### src/rtl/fetch_pkg.sv
// Shared definitions for the fetch sequencer: default widths, FSM encoding
// and the buffered fetch entry.
package fetch_pkg;

  localparam int unsigned DefAddrW  = 72;
  localparam int unsigned DefInstrW = 72;

  typedef enum logic [1:0] {
    StIdle,
    StFetch,
    StHalted
  } state_e;

  typedef struct packed {
    logic [DefAddrW-1:0]  pc;
    logic [DefInstrW-1:0] instr;
  } entry_t;

endpackage

### src/rtl/fetch_skid_buf.sv
// Two-entry FIFO with a registered head, used to decouple fetch from decode.
// Flush discards everything; a pop in the flushing cycle still completes.
module fetch_skid_buf
  import fetch_pkg::*;
#(
  parameter type buf_entry_t = fetch_pkg::entry_t
) (
  input  logic       clk,
  input  logic       rst,
  input  logic       push,
  input  buf_entry_t push_data,
  input  logic       pop,
  input  logic       flush,
  output buf_entry_t head,
  output logic [1:0] count
);

  buf_entry_t head_q, head_d;
  buf_entry_t tail_q, tail_d;
  logic [1:0] count_q, count_d;
  logic       push_ok;
  logic       pop_ok;

  // Guard against misuse: never pop empty, never overwrite when full.
  assign pop_ok  = pop && (count_q != 2'd0);
  assign push_ok = push && ((count_q != 2'd2) || pop_ok);

  always_comb begin
    head_d  = head_q;
    tail_d  = tail_q;
    count_d = count_q;
    if (flush) begin
      count_d = 2'd0;
    end else begin
      unique case ({push_ok, pop_ok})
        2'b10: begin
          if (count_q == 2'd0) begin
            head_d = push_data;
          end else begin
            tail_d = push_data;
          end
          count_d = count_q + 2'd1;
        end
        2'b01: begin
          head_d  = tail_q;
          count_d = count_q - 2'd1;
        end
        2'b11: begin
          if (count_q == 2'd1) begin
            head_d = push_data;
          end else begin
            head_d = tail_q;
            tail_d = push_data;
          end
        end
        default: ;
      endcase
    end
  end

  always_ff @(posedge clk or posedge rst) begin
    if (rst) begin
      head_q  <= '0;
      tail_q  <= '0;
      count_q <= 2'd0;
    end else begin
      head_q  <= head_d;
      tail_q  <= tail_d;
      count_q <= count_d;
    end
  end

  assign head  = head_q;
  assign count = count_q;

endmodule

### src/rtl/fetch_sequencer.sv
// Program-counter owner for the fetch stage: drives the instruction memory,
// buffers returned instructions and hands them to decode over valid/ready.
module fetch_sequencer
  import fetch_pkg::*;
#(
  parameter int unsigned      ADDR_W   = DefAddrW,
  parameter int unsigned      INSTR_W  = DefInstrW,
  parameter logic [ADDR_W-1:0] RESET_PC = '0
) (
  input  logic               clk,
  input  logic               rst,
  input  logic               start,
  input  logic               halt,
  input  logic               redirect_valid,
  input  logic [ADDR_W-1:0]  redirect_pc,
  output logic [ADDR_W-1:0]  imem_addr,
  input  logic [INSTR_W-1:0] imem_instr,
  output logic               out_valid,
  input  logic               out_ready,
  output logic [INSTR_W-1:0] out_instr,
  output logic [ADDR_W-1:0]  out_pc,
  output logic               busy
);

  typedef struct packed {
    logic [ADDR_W-1:0]  pc;
    logic [INSTR_W-1:0] instr;
  } seq_entry_t;

  state_e            state_q, state_d;
  logic [ADDR_W-1:0] pc_q, pc_d;
  logic [1:0]        count;
  logic              pop;
  logic              capture;
  seq_entry_t        push_data;
  seq_entry_t        head;

  assign out_valid = (count != 2'd0);
  assign pop       = out_valid && out_ready;

  // Redirect and halt both suppress capture; a full buffer only accepts
  // when it is popped in the same cycle.
  assign capture = (state_q == StFetch) && !redirect_valid && !halt &&
                   ((count != 2'd2) || pop);

  assign push_data.pc    = pc_q;
  assign push_data.instr = imem_instr;

  always_comb begin
    pc_d = pc_q;
    if (redirect_valid) begin
      pc_d = redirect_pc;
    end else if (capture) begin
      pc_d = pc_q + ADDR_W'(1);
    end
  end

  always_comb begin
    state_d = state_q;
    unique case (state_q)
      StIdle, StHalted: begin
        if (start && !halt) begin
          state_d = StFetch;
        end
      end
      StFetch: begin
        if (halt) begin
          state_d = StHalted;
        end
      end
      default: state_d = StIdle;
    endcase
  end

  always_ff @(posedge clk or posedge rst) begin
    if (rst) begin
      state_q <= StIdle;
      pc_q    <= RESET_PC;
    end else begin
      state_q <= state_d;
      pc_q    <= pc_d;
    end
  end

  fetch_skid_buf #(
    .buf_entry_t(seq_entry_t)
  ) u_skid_buf (
    .clk      (clk),
    .rst      (rst),
    .push     (capture),
    .push_data(push_data),
    .pop      (pop),
    .flush    (redirect_valid),
    .head     (head),
    .count    (count)
  );

  assign imem_addr = pc_q;
  assign out_instr = head.instr;
  assign out_pc    = head.pc;
  assign busy      = (state_q == StFetch) || (count != 2'd0);

endmodule

### config.mk
export PLATFORM = sky130hd
export DESIGN_NAME = fetch_sequencer
export DESIGN_NICKNAME = d
export VERILOG_FILES = /design/src/rtl/fetch_pkg.sv /design/src/rtl/fetch_skid_buf.sv /design/src/rtl/fetch_sequencer.sv
export SDC_FILE = /design/constraint.sdc
export NUM_CORES = 1
export LEC_CHECK = 0
export CORE_ASPECT_RATIO = 1.25
export CORE_UTILIZATION = 50
export DETAILED_ROUTE_END_ITERATION = 8
export PLACE_DENSITY = 0.79
export SETUP_SLACK_MARGIN = 0.1
export SYNTH_ARGS = -nofsm -noshare
export SYNTH_HDL_FRONTEND = slang
export SYNTH_SLANG_ARGS = --single-unit
### constraint.sdc
create_clock -name clk -period 20 [get_ports clk]
set_input_delay 6 -clock clk [delete_from_list [all_inputs] [get_ports clk]]
set_output_delay 6 -clock clk [all_outputs]
set_load 0.03 [all_outputs]
==> impl_metrics.prom <==
# TYPE chip_impl_metric gauge
chip_impl_info{name="outcome",value="finished clean"} 1
chip_impl_info{name="synth_top_flop_cell",value="sky130_fd_sc_hd__dfrtp_1"} 1
chip_impl_metric{name="timing.hold.worst_path_depth",unit=""} 2
chip_impl_info{name="synth_top_cells_by_count",value="sky130_fd_sc_hd__dfrtp_1, sky130_fd_sc_hd__nand2_1, sky130_fd_sc_hd__o21ai_0, sky130_fd_sc_hd__mux2_2, sky130_fd_sc_hd__mux2i_1"} 1
chip_impl_metric{name="worst-slew-pin-transition",unit="ns"} 1.21
chip_impl_metric{name="synth.distinct_cells",unit=""} 54
chip_impl_metric{name="ff2ff_setup_slack",unit="ns"} 15.76
chip_impl_info{name="post-synth-top-count-cell",value="sky130_fd_sc_hd__dfrtp_1"} 1
chip_impl_metric{name="portion_of_synthesized_cell_area_occupied_by_the_leading_cell_type",unit=""} 0.547
chip_impl_metric{name="clk_latency",unit="ns"} 0.52
chip_impl_metric{name="remaining_drc_errors",unit=""} 0
chip_impl_metric{name="drive_above_1_share",unit=""} 0.125
chip_impl_metric{name="hpwl",unit="microns"} 30600
chip_impl_info{name="critPathKind",value="input pin to flop"} 1
chip_impl_metric{name="wl",unit="microns"} 44600
chip_impl_metric{name="grt_first_pass_wirelength",unit="microns"} 69100
chip_impl_metric{name="die-area",unit="sq um"} 34000
chip_impl_metric{name="post_synth_inst_count",unit=""} 1499
chip_impl_metric{name="cts.path.max_buffers",unit=""} 3
chip_impl_metric{name="timing.final.hold_violations",unit=""} 0
chip_impl_metric{name="grt_overflow",unit=""} 0
chip_impl_info{name="grt_setup_unrepaired",value="false"} 1
chip_impl_metric{name="fillCellCount",unit=""} 2525
chip_impl_metric{name="slew_violations",unit=""} 0
chip_impl_metric{name="grt_antenna_before_repair",unit=""} 4
chip_impl_metric{name="synth_seq_cells",unit=""} 364
chip_impl_metric{name="setup_viol",unit=""} 0
chip_impl_info{name="synth.largest_area_cell",value="sky130_fd_sc_hd__dfrtp_1"} 1
chip_impl_metric{name="gr-usage-all-layers",unit=""} 0.259
chip_impl_metric{name="wl_per_cell",unit="microns"} 19.7
chip_impl_metric{name="relSlewSlack",unit=""} 0.195
chip_impl_metric{name="cts_repair_resize_count",unit=""} 0
chip_impl_metric{name="async_reset_ff_frac",unit=""} 1.00
chip_impl_metric{name="syn-cell-area",unit="sq um"} 16600
chip_impl_metric{name="drt-vias-per-instance",unit=""} 5.67
chip_impl_metric{name="postCtsSetupBuffers",unit=""} 0
chip_impl_metric{name="tritoncts.num_buffers",unit=""} 38
chip_impl_metric{name="drt_pre_antenna_iters",unit=""} 5
chip_impl_metric{name="die-width",unit="microns"} 165
chip_impl_metric{name="timing.setup.tns",unit="ns"} 0
chip_impl_metric{name="h-tree-depth",unit=""} 2
chip_impl_metric{name="avgSynthCellArea",unit="sq um"} 11.1
chip_impl_metric{name="p_int",unit="mW"} 1.86
chip_impl_metric{name="postRouteAntennaNets",unit=""} 0
chip_impl_metric{name="buffer_ports.inserted",unit=""} 367
chip_impl_metric{name="critPathArrivalTime",unit="ns"} 10.03
chip_impl_info{name="yosys-top-cells-area",value="sky130_fd_sc_hd__dfrtp_1, sky130_fd_sc_hd__mux2_2, sky130_fd_sc_hd__mux2i_1"} 1
chip_impl_info{name="worstReg2RegEnd",value="u_skid_buf.head[70]"} 1
chip_impl_info{name="min_to",value="u_skid_buf.head[31]"} 1
chip_impl_info{name="cp-end-kind",value="flop"} 1
chip_impl_metric{name="first_global_vias",unit=""} 12800
chip_impl_metric{name="max_cap_violations",unit=""} 0
chip_impl_metric{name="seq_power_share",unit=""} 0.393
chip_impl_metric{name="logic_gate_share_of_total_power",unit=""} 0.378
chip_impl_metric{name="critPathRequiredTime",unit="ns"} 20.35
chip_impl_metric{name="clkTransAtPathRegs",unit="ns"} 0.06
chip_impl_metric{name="site_row_count",unit=""} 74
chip_impl_metric{name="switchingPower",unit="mW"} 1.06
chip_impl_metric{name="swShare",unit=""} 0.364
chip_impl_metric{name="synth-edff-count",unit=""} 0
chip_impl_metric{name="postSynthNetCount",unit=""} 1653
chip_impl_metric{name="finalCriticalPeriod",unit="ns"} 9.68
chip_impl_metric{name="power.density",unit="nW/um^2"} 135
chip_impl_info{name="tritoncts",value="yes"} 1
chip_impl_metric{name="grt_max_degree",unit=""} 145
chip_impl_metric{name="rr_worst_depth",unit=""} 7
chip_impl_info{name="hp-start",value="u_skid_buf.head[31]"} 1
chip_impl_metric{name="final_standard_cell_utilization_of_the_core",unit=""} 0.664
chip_impl_metric{name="dieHeight",unit="microns"} 206
chip_impl_info{name="r2r-start",value="u_skid_buf.count[0]"} 1
chip_impl_metric{name="dr.first_iter.drc_count",unit=""} 879
chip_impl_metric{name="gpl.final_weighted_congestion",unit=""} 0.776
chip_impl_metric{name="worst_clock_skew",unit="ns"} 0.00899
chip_impl_metric{name="area.growth.synth_to_final",unit="%"} 30.5
chip_impl_info{name="cts-root-buf",value="sky130_fd_sc_hd__clkbuf_16"} 1
chip_impl_metric{name="placeable_core_region",unit="sq um"} 32700
chip_impl_info{name="timing.hold.worst.class",value="flop to flop"} 1
chip_impl_metric{name="finalNetCount",unit=""} 1969
chip_impl_metric{name="timing.critical_path.fanout_max",unit=""} 124
chip_impl_metric{name="floorplan.initialDensity",unit=""} 0.509
chip_impl_metric{name="synth.yosys.seq_area_share",unit=""} 0.547
chip_impl_metric{name="top_level_ports",unit=""} 368
chip_impl_metric{name="timing.final.crit_share",unit=""} 0.484
chip_impl_metric{name="timing.hold.ws",unit="ns"} 0.476
chip_impl_metric{name="max_clock_freq",unit="GHz"} 0.103
chip_impl_metric{name="cts.hold.buffers_added",unit=""} 0
chip_impl_metric{name="leakage",unit="nW"} 9.06
chip_impl_info{name="startpoint_type",value="input pin"} 1
chip_impl_metric{name="vias",unit=""} 12800
chip_impl_metric{name="yosys_warnings",unit=""} 0
chip_impl_metric{name="numClockSinks",unit=""} 364
chip_impl_metric{name="clock_power_share",unit=""} 0.229
chip_impl_metric{name="vdd_drop_max",unit="mV"} 0.121
power groups by stage:
stage / sequential, mW / combinational, mW / clock [mW]
after detailed placement: 1.16 / 1.11 / 0
final: 1.15 / 1.10 / 0.671
after global routing: 1.18 / 1.18 / 0.713
after global placement: 1.14 / 1.08 / 0
after floorplan: 1.40 / 0.418 / 0
after CTS: 1.15 / 1.11 / 0.684
critical path, stage by stage:
cell and delay, ns:
sky130_fd_sc_hd__clkdlybuf4s50_1 0.52, sky130_fd_sc_hd__or3b_1 0.37, sky130_fd_sc_hd__nor3_1 0.13, sky130_fd_sc_hd__o21ai_4 0.77, sky130_fd_sc_hd__buf_4 0.97, sky130_fd_sc_hd__buf_4 0.94, sky130_fd_sc_hd__o21ai_0 0.25
cells by family (layout without fill, tap and decap cells):
logic type,after synthesis,count (layout),synth area share
buffers and inverters,117,459,0.0290
DFF,364,364,0.547
and+or+nand+nor,432,432,0.128
muxes,290,290,0.185
AOI/OAI and AO/OA,260,260,0.0904
other,0,4,0
adders and majority gates,4,4,0.00301
xor gates and xnor gates,32,32,0.0168
layer usage:
metal | vias to the layer above | track usage | wire length, microns
met2 | 378 | 0.445 | 22400
li1 | 5994 | - | -
met5 | - | 0 | 25
met1 | 6379 | 0.315 | 17700
met4 | 4 | 0.0885 | 1180
met3 | 82 | 0.0642 | 3290
state kept, by name, indices dropped and copies added, names as in the netlist:
signal	cells
imem_addr	72
state_q	2
u_skid_buf.count	2
u_skid_buf.head	144
u_skid_buf.tail_q	144
worst max-delay path by stage:
stage / depth (start not counted) / end / startpoint / slack, ns
6_report: 7 / u_skid_buf.head[70] / halt / 10.32
5_1_grt: 7 / u_skid_buf.head[28] / halt / 9.89
3_5_place_dp: 7 / u_skid_buf.head[54] / halt / 9.75
4_1_cts: 7 / u_skid_buf.head[54] / halt / 10.32
3_3_place_gp: 7 / u_skid_buf.head[18] / halt / 9.89
2_1_floorplan: 1 / imem_addr[0] / rst / 3.90
per-stage QoR:
step / setup WS [ns] / instance area [sq um] / power [mW] / cells
after floorplan: 3.90 / 16600 / 1.81 / 1499
after global placement: 9.89 / 20500 / 2.23 / 2193
after detailed placement: 9.75 / 20500 / 2.27 / 2193
after CTS: 10.32 / 21700 / 2.95 / 2259
after global routing: 9.89 / 21700 / 3.08 / 2261
final: 10.32 / 21700 / 2.92 / 2263
layout make-up:
type	instances	area, sq um	area share
Antenna cell	4	10.0	0.000461
Clock buffer	54	1070	0.0494
Clock inverter	12	95.1	0.00438
Inverter	13	56.3	0.00259
Multi-Input combinational cell	1018	7080	0.326
Sequential cell	364	9110	0.420
Tap cell	418	523	0.0241
Timing Repair Buffer	380	3770	0.173
cells in the final DEF (no fill, tap or decap), types with 19 or more instances in the layout:
master / synthesis / routed
sky130_fd_sc_hd__a31oi_1: 28 / 28
sky130_fd_sc_hd__clkbuf_16: 0 / 39
sky130_fd_sc_hd__clkdlybuf4s50_1: 0 / 366
sky130_fd_sc_hd__dfrtp_1: 364 / 364
sky130_fd_sc_hd__mux2_2: 145 / 145
sky130_fd_sc_hd__mux2i_1: 145 / 145
sky130_fd_sc_hd__nand2_1: 215 / 215
sky130_fd_sc_hd__nand3_1: 32 / 32
sky130_fd_sc_hd__nand4_1: 38 / 38
sky130_fd_sc_hd__nor2_1: 48 / 48
sky130_fd_sc_hd__o21ai_0: 181 / 181
sky130_fd_sc_hd__o31ai_1: 19 / 19
sky130_fd_sc_hd__or4_1: 29 / 29
(Power assumes the default switching activity.)
